## config.mk

```make
export PLATFORM = sky130hd
export DESIGN_NAME = tile_load_ctrl
export DESIGN_NICKNAME = d
export VERILOG_FILES = /design/src/rtl/tile_load_pkg.sv /design/src/rtl/tile_load_ctrl_counter.sv /design/src/rtl/tile_load_ctrl.sv
export SDC_FILE = /design/constraint.sdc
export NUM_CORES = 1
export LEC_CHECK = 0
export BUFFER_PORTS_ARGS = -buffer_cell sky130_fd_sc_hd__buf_4
export CORE_UTILIZATION = 45
export CTS_CLUSTER_SIZE = 40
export DETAILED_ROUTE_END_ITERATION = 8
export PLACE_DENSITY = 0.71
export SLEW_MARGIN = 25
export SYNTH_ARGS = -nofsm -noshare
export SYNTH_HDL_FRONTEND = slang
export SYNTH_SLANG_ARGS = --single-unit
```

## constraint.sdc

```tcl
create_clock -name clk -period 1.8 [get_ports clk]
set_input_delay 0.09 -clock clk [delete_from_list [all_inputs] [get_ports clk]]
set_output_delay 0.09 -clock clk [all_outputs]
set_load 0.005 [all_outputs]
```

## src/rtl/tile_load_pkg.sv

```systemverilog
// Shared types and helpers for the tile load controller.
package tile_load_pkg;

  typedef enum logic [1:0] {IDLE, LOAD, FLUSH, READY} tl_state_t;
  typedef enum logic [1:0] {REG_INPUT, REG_KERNEL, REG_OVERLAP} tl_region_t;

  localparam int REGION_MSB = 15;
  localparam int REGION_LSB = 14;

  // 0x and 01 both land in the input memory; it owns the lower half of the map.
  function automatic tl_region_t decode_region(input logic [1:0] sel);
    case (sel)
      2'b10:   decode_region = REG_KERNEL;
      2'b11:   decode_region = REG_OVERLAP;
      default: decode_region = REG_INPUT;
    endcase
  endfunction

endpackage

```

## src/rtl/tile_load_ctrl_counter.sv

```systemverilog
// Per-region word counter that stops at its target and reports when full.
module sat_word_counter #(
  parameter int TARGET = 1,
  parameter int CW     = $clog2(TARGET + 1)
) (
  input  logic          clk,
  input  logic          arst_n_in,
  input  logic          clr,
  input  logic          inc,
  output logic          full,
  output logic [CW-1:0] count
);

  logic [CW-1:0] count_q;

  always_ff @(posedge clk or negedge arst_n_in) begin
    if (!arst_n_in)                           count_q <= '0;
    else if (clr)                             count_q <= '0;
    else if (inc && (count_q != CW'(TARGET))) count_q <= count_q + CW'(1);
  end

  assign full  = (count_q == CW'(TARGET));
  assign count = count_q;

endmodule

```

## src/rtl/tile_load_ctrl.sv

```systemverilog
// Loads one compute tile from the host a/b streams into input, kernel and
// overlap memories, then holds data_ready until compute signals fsm_done.
module tile_load_ctrl
  import tile_load_pkg::*;
#(
  parameter int IO_DATA_WIDTH = 16,
  parameter int INPUT_WORDS   = 16384,
  parameter int KERNEL_WORDS  = 512,
  parameter int OVERLAP_WORDS = 256
) (
  input  logic                     clk,
  input  logic                     arst_n_in,
  input  logic                     start,
  input  logic [IO_DATA_WIDTH-1:0] a_input,
  input  logic                     a_valid,
  output logic                     a_ready,
  input  logic [IO_DATA_WIDTH-1:0] b_input,
  input  logic                     b_valid,
  output logic                     b_ready,
  output logic                     int_mem_we,
  output logic                     overlap_cache_we,
  output logic [IO_DATA_WIDTH-1:0] wr_addr,
  output logic [IO_DATA_WIDTH-1:0] wr_data,
  output logic                     data_ready,
  input  logic                     fsm_done,
  output logic                     busy,
  output logic                     overflow
);

  localparam int IW = $clog2(INPUT_WORDS + 1);
  localparam int KW = $clog2(KERNEL_WORDS + 1);
  localparam int OW = $clog2(OVERLAP_WORDS + 1);

  tl_state_t  state_q, state_d;
  tl_region_t region;
  logic       fire, clr;
  logic       in_full, kn_full, ov_full;
  logic       in_inc, kn_inc, ov_inc;
  logic       in_last, kn_last, ov_last, region_full;
  logic [IW-1:0] in_cnt;
  logic [KW-1:0] kn_cnt;
  logic [OW-1:0] ov_cnt;

  logic                     int_we_q, ov_we_q, busy_q, data_ready_q, overflow_q;
  logic [IO_DATA_WIDTH-1:0] wr_addr_q, wr_data_q;

  assign a_ready = (state_q == LOAD) & b_valid;
  assign b_ready = (state_q == LOAD) & a_valid;
  assign fire    = (state_q == LOAD) & a_valid & b_valid;
  assign clr     = (state_q == IDLE) & start;
  assign region  = decode_region(a_input[REGION_MSB:REGION_LSB]);

  assign in_inc = fire & (region == REG_INPUT)   & ~in_full;
  assign kn_inc = fire & (region == REG_KERNEL)  & ~kn_full;
  assign ov_inc = fire & (region == REG_OVERLAP) & ~ov_full;

  sat_word_counter #(.TARGET(INPUT_WORDS)) u_in_cnt (
    .clk(clk), .arst_n_in(arst_n_in), .clr(clr), .inc(in_inc), .full(in_full), .count(in_cnt));
  sat_word_counter #(.TARGET(KERNEL_WORDS)) u_kn_cnt (
    .clk(clk), .arst_n_in(arst_n_in), .clr(clr), .inc(kn_inc), .full(kn_full), .count(kn_cnt));
  sat_word_counter #(.TARGET(OVERLAP_WORDS)) u_ov_cnt (
    .clk(clk), .arst_n_in(arst_n_in), .clr(clr), .inc(ov_inc), .full(ov_full), .count(ov_cnt));

  // Look one fire ahead so ready drops in the cycle right after the final word.
  assign in_last = in_full | (in_inc & (in_cnt == IW'(INPUT_WORDS - 1)));
  assign kn_last = kn_full | (kn_inc & (kn_cnt == KW'(KERNEL_WORDS - 1)));
  assign ov_last = ov_full | (ov_inc & (ov_cnt == OW'(OVERLAP_WORDS - 1)));

  always_comb begin
    region_full = 1'b0;
    case (region)
      REG_KERNEL:  region_full = kn_full;
      REG_OVERLAP: region_full = ov_full;
      default:     region_full = in_full;
    endcase
  end

  always_comb begin
    state_d = state_q;
    case (state_q)
      IDLE:    if (start) state_d = LOAD;
      LOAD:    if (fire && in_last && kn_last && ov_last) state_d = FLUSH;
      FLUSH:   state_d = READY;
      READY:   if (fsm_done) state_d = IDLE;
      default: state_d = IDLE;
    endcase
  end

  always_ff @(posedge clk or negedge arst_n_in) begin
    if (!arst_n_in) begin
      state_q      <= IDLE;
      busy_q       <= 1'b0;
      data_ready_q <= 1'b0;
      int_we_q     <= 1'b0;
      ov_we_q      <= 1'b0;
      wr_addr_q    <= '0;
      wr_data_q    <= '0;
      overflow_q   <= 1'b0;
    end else begin
      state_q      <= state_d;
      busy_q       <= (state_d != IDLE);
      data_ready_q <= (state_d == READY);
      int_we_q     <= fire & (region != REG_OVERLAP);
      ov_we_q      <= fire & (region == REG_OVERLAP);
      if (fire) begin
        wr_addr_q <= a_input;
        wr_data_q <= b_input;
      end
      // Words to a full region are still written, only flagged.
      if (clr)                     overflow_q <= 1'b0;
      else if (fire && region_full) overflow_q <= 1'b1;
    end
  end

  assign int_mem_we       = int_we_q;
  assign overlap_cache_we = ov_we_q;
  assign wr_addr          = wr_addr_q;
  assign wr_data          = wr_data_q;
  assign data_ready       = data_ready_q;
  assign busy             = busy_q;
  assign overflow         = overflow_q;

endmodule

```

* Word-level counts from Yosys, hierarchy flattened
Cells that the tools add are included.
** Word-level totals
- Logic and storage cells :: 80
- Flip-flop bits (word level) :: 73
** Cells by class
- Equality and inequality tests :: 18
- Muxes and demuxes :: 14
- Reduce and logical (&&, ||, !) cells :: 14
- Add/subtract/negate cells :: 3
- Bitwise operators :: 20
** Operators with widths (count)
- $mux W15 :: 2
- $mux W10 :: 2
- $mux W9 :: 2
- $add A15 B1 Y15 const B :: 1
- $eq A15 B14 Y1 const B :: 1
- $eq A15 B15 Y1 const B :: 1
- $ne A15 B15 Y1 const B :: 1
- $and A1 B1 Y1 :: 14
- $eq A2 B2 Y1 const B :: 6
- $add A10 B1 Y10 const B :: 1
- $eq A10 B10 Y1 const B :: 1
- $eq A10 B9 Y1 const B :: 1
- $ne A10 B10 Y1 const B :: 1
- $reduce_bool A2 Y1 :: 5
- $add A9 B1 Y9 const B :: 1
- $eq A9 B8 Y1 const B :: 1
- $eq A9 B9 Y1 const B :: 1
- $ne A9 B9 Y1 const B :: 1
- $pmux W2 S4 :: 1
- $logic_and A1 B1 Y1 :: 7
- $mux W2 :: 3
- $eq A2 B1 Y1 const B :: 2
- $logic_not A2 Y1 :: 2
- $pmux W2 S2 :: 1
- other kinds (5) :: 10

* Depth between registers and ports, before layout
- Depth after elaboration :: 13
- Depth in mapped cells :: 7
- Mapped depth without buffers :: 7

* By module
A second synthesis with hierarchy kept.
** Second synthesis, totals
- Cells, all modules :: 316
- Area, all modules :: 3592.2 um2
** By module, submodules not included
- tile_load_ctrl :: area each 1647.8 um2, instances 1, seq. area each 975.9 um2, cells an instance 117
- sat_word_counter at u_in_cnt :: area each 819.5 um2, instances 1, seq. area each 375.4 um2, cells an instance 84
- sat_word_counter at u_kn_cnt :: area each 615.6 um2, instances 1, seq. area each 250.2 um2, cells an instance 63
- sat_word_counter at u_ov_cnt :: area each 509.2 um2, instances 1, seq. area each 225.2 um2, cells an instance 52

* Least setup slack after synthesis
OpenSTA, ideal clock, no wires.
- Kind :: reg-to-reg
- From :: register u_ov_cnt.count_q[0], in the netlist u_ov_cnt.count[0]
- To :: register state_q[1]
- Required time :: 1.676 ns
- Path buffers :: 0
- Setup slack :: 0.091 ns
- Period minus slack after synthesis :: 1.709 ns
- Stages on the path, launching flop included :: 8
- Arrival :: 1.585 ns
- Cells stage by stage :: dfrtp_1 ha_1 and3_1 and3_1 ha_1 a32oi_1 a2111oi_2 or2_1
** On the way
- Word-level cells in the longest chain between the ends :: 8
- Elaborated cells between the ends (all ways) :: 9
- Those cells by class :: 2 x eq/ne; 2 x mux; 4 x bitwise; 1 x reduce/logical
** RTL lines
- start: declaration :: line tile_load_ctrl_counter.sv:14 : logic [CW-1:0] count_q;
- start signal: assignment :: line tile_load_ctrl_counter.sv:19 : else if (inc && (count_q != CW'(TARGET))) count_q <= count_q + CW'(1);
- $eq A9 B9 Y1 :: line tile_load_ctrl_counter.sv:22 : assign full = (count_q == CW'(TARGET));
- $not A1 Y1 :: line tile_load_ctrl.sv:55 : assign ov_inc = fire & (region == REG_OVERLAP) & ~ov_full;
- $and A1 B1 Y1 :: line tile_load_ctrl.sv:55
- $and A1 B1 Y1 :: line tile_load_ctrl.sv:67 : assign ov_last = ov_full | (ov_inc & (ov_cnt == OW'(OVERLAP_WORDS - 1)));
- $or A1 B1 Y1 * :: line tile_load_ctrl.sv:67
- $logic_and A1 B1 Y1 * :: line tile_load_ctrl.sv:82 : LOAD: if (fire && in_last && kn_last && ov_last) state_d = FLUSH;
- $mux W2 * :: line tile_load_ctrl.sv:82
- $pmux W2 S4 * :: line tile_load_ctrl.sv:80 : case (state_q)
- via state_d[1] :: line tile_load_ctrl.sv:34 : tl_state_t state_q, state_d;
- end signal: assignment :: line tile_load_ctrl.sv:100 : state_q <= state_d;
- end: declaration :: line tile_load_ctrl.sv:34
Mark *: on every way through the listed nets, which the timed path passes. The rest lies on a longest branch.
A chain may end at the register's enable or synchronous reset.

* Worst setup path in the final report
Ends and elaborated chain as after synthesis.

==> impl_metrics.json <==
{
  "port_buffers": 76,
  "die_w_um": 88.3,
  "synth.yosys.warnings": 0,
  "max_stage_delay_ps": 420,
  "setup_violations": 0,
  "drc_errors": 0,
  "syn-num-nets": 404,
  "cellLeakagePower_nw": 2.46,
  "r2r_setup_slack_ps": 30,
  "grt_pass1_wl_um": 13400,
  "finalNetCount": 544,
  "clk-insertion-delay-late_ps": 350,
  "crit_path_top_delay_cell": "dfrtp_1",
  "worst-setup-path-type": "reg -> reg",
  "hold_path_class": "in -> reg",
  "fin_crit_sh_pct": 98.1,
  "min_to": "int_mem_we$_DFF_PN0_",
  "hold_violations": 0,
  "reg2reg_to": "state_q[1]$_DFF_PN0_",
  "wl_um": 8490,
  "setup.worst_path.start_class": "flop",
  "drive_gt1_share_pct": 27.2,
  "cts-htree-levels": 3,
  "core_region_area_mm2": 0.00721,
  "yosysSeqAreaShare_pct": 54.5,
  "asyncSetResetFlopFracSynth_pct": 100,
  "cts_tree": "built",
  "maxSlewHeadroom_pct": 65.7,
  "final_max_slew_viol_count": 0,
  "synth.distinct_cells": 41,
  "start_util_pct": 46.5,
  "final_common_cell": "nand2_1",
  "synthFlopType": "dfrtp_1",
  "rows": 31,
  "grtUsageTotal_pct": 22.6,
  "avgSynthCellArea_um2": 9.34,
  "drtIter0Drc": 134,
  "grt_overflow_total": 0,
  "hp-start": "a_input[15]",
  "hold_depth": 2,
  "cts_buffers": 9,
  "cts_sinks": 73,
  "hpwl_um": 5440,
  "crit_path_end_kind": "flop",
  "drtAntennaViolNets": 0,
  "reg2reg_from": "u_ov_cnt.count[0]$_DFFE_PN0P_",
  "dieHeight_um": 88.3,
  "drt-vias-per-instance": 4.93,
  "syn_inst": 359,
  "drv_cap": 0,
  "status": "completed",
  "synth_edf_count": 0,
  "path_delay_family": "simple AND/OR/NAND/NOR gates",
  "reg2regPathDepth": 7,
  "cts_buffer_depth": 2,
  "worst_slew_pin_slew_ps": 514,
  "min_period_ps": 1770,
  "cp_max_fo": 4,
  "finalPower_mw": 4.26,
  "post_drt_wl_per_cell_um": 14.1,
  "grt_pass1_vias": 2850,
  "cp_num_buf_inv": 0,
  "worst_ep_arrival_time_ps": 2000,
  "pin_count": 77,
  "peakVddDrop_mv": 0.545,
  "die_area_mm2": 0.00780,
  "fin_skew_ps": 11.0,
  "rsz0062_at_grt": "yes",
  "syn_area_mm2": 0.00335,
  "clk_pin_slew_worst_paths_ps": 90,
  "grt_max_degree": 39,
  "ys_seq_elements": 73,
  "crit_chain": "ha_2 -> and3_1 -> and3_1 -> ha_2 -> a32oi_2 -> a2111oi_4 -> or2_1",
  "gp_congestion": 0.810,
  "clock-root-buffer": "clkbuf_8",
  "area_growth_pct": 45.1,
  "diodes": 0,
  "antenna_found_initial": 0,
  "fmax_ghz": 0.566,
  "drtPass1Iterations": 4,
  "fin_setup_tns_ps": 0,
  "via_count": 2972,
  "power.density_mw_per_mm2": 874,
  "final_cell_mix": "nand2_1, buf_4, dfrtp_1",
  "required_ps": 2030
}
[cells by family (layout without fill, tap and decap cells)]
kind of cell	after synthesis	after routing	synth area share [%]
flops	73	73	54.5
compound gates	18	18	3.92
simple gates	213	213	29.6
buf+inv	22	167	2.61
xor+xnor	26	26	6.79
fa+ha+maj	7	7	2.61
[through the flow]
step / setup WS [ps] / hold WS, ps / util, % / instances / area, um2
3_3_place_gp: 15.2 / 92.2 / 58.9 / 553 / 4250
6_report: 34.7 / 56.9 / 67.5 / 603 / 4870
5_1_grt: -50.2 / 57.5 / 67.5 / 603 / 4870
2_1_floorplan: 90.5 / -206 / - / 359 / 3350
3_5_place_dp: -17.6 / 105 / 58.9 / 553 / 4250
4_1_cts: 4.30 / 24.2 / 66.7 / 602 / 4810
[sequential cells by signal, indices dropped and copies added (netlist names)]
name	count
wr_addr	16
wr_data	16
u_in_cnt.count	15
u_kn_cnt.count	10
u_ov_cnt.count	9
state_q	2
busy	1
data_ready	1
int_mem_we	1
overflow	1
overlap_cache_we	1
[cells in the mapped netlist (3+ instances only)]
master,count,area [um2]
inv_1,9,33.8
dfrtp_1,73,1830
o21ai_0,5,25.0
xnor2_1,8,70.1
nor4b_1,5,43.8
nor2_1,34,128
nand2_1,111,417
clkbuf_1,9,33.8
nand3_1,21,105
nor4_1,4,25.0
a21oi_1,4,20.0
and3_1,7,43.8
ha_1,7,87.6
xor2_1,18,158
nand4_1,9,56.3
nand2b_1,3,18.8
[power breakdown]
group | total, mW | internal, mW | switching (mW)
Combinational | 0.949 | 0.514 | 0.435
Sequential | 2.02 | 1.85 | 0.174
Clock | 1.29 | 0.645 | 0.640
Total | 4.26 | 3.01 | 1.25
[final cells by class]
class / count / area (um2)
Clock buffer: 10 / 128
Clock inverter: 6 / 67.6
Fill cell: 535 / 2350
Inverter: 9 / 33.8
Multi-Input combinational cell: 264 / 1530
Sequential cell: 73 / 1830
Tap cell: 99 / 124
Timing Repair Buffer: 142 / 1160
[how the worst max path moves through the flow]
stage / cells after the start / start / to
2_1_floorplan: 7 / u_ov_cnt.count[0]$_DFFE_PN0P_ / state_q[1]$_DFF_PN0_
3_3_place_gp: 8 / u_ov_cnt.count[0]$_DFFE_PN0P_ / u_ov_cnt.count[3]$_DFFE_PN0P_
3_5_place_dp: 8 / u_ov_cnt.count[0]$_DFFE_PN0P_ / u_ov_cnt.count[3]$_DFFE_PN0P_
4_1_cts: 8 / u_ov_cnt.count[0]$_DFFE_PN0P_ / u_ov_cnt.count[7]$_DFFE_PN0P_
5_1_grt: 6 / state_q[1]$_DFF_PN0_ / state_q[0]$_DFF_PN0_
6_report: 7 / u_ov_cnt.count[0]$_DFFE_PN0P_ / state_q[1]$_DFF_PN0_
[timing repair]
action,CTS,global route
hold endpoints to repair,69,0
hold buffers,33,0
endpoints found under the setup margin,5,15
gates resized for setup,3,8
buffers inserted,0,2
pin swaps,0,7
[metal layers]
layer / track usage (%) / share of wire (%) / wire (um)
met5: 0 / 0 / 0
met3: 4.94 / 3.9 / 327
met1: 30.4 / 45 / 3840
met2: 35.2 / 49 / 4160
met4: 10.4 / 1.9 / 161
(Power assumes the default switching activity.)
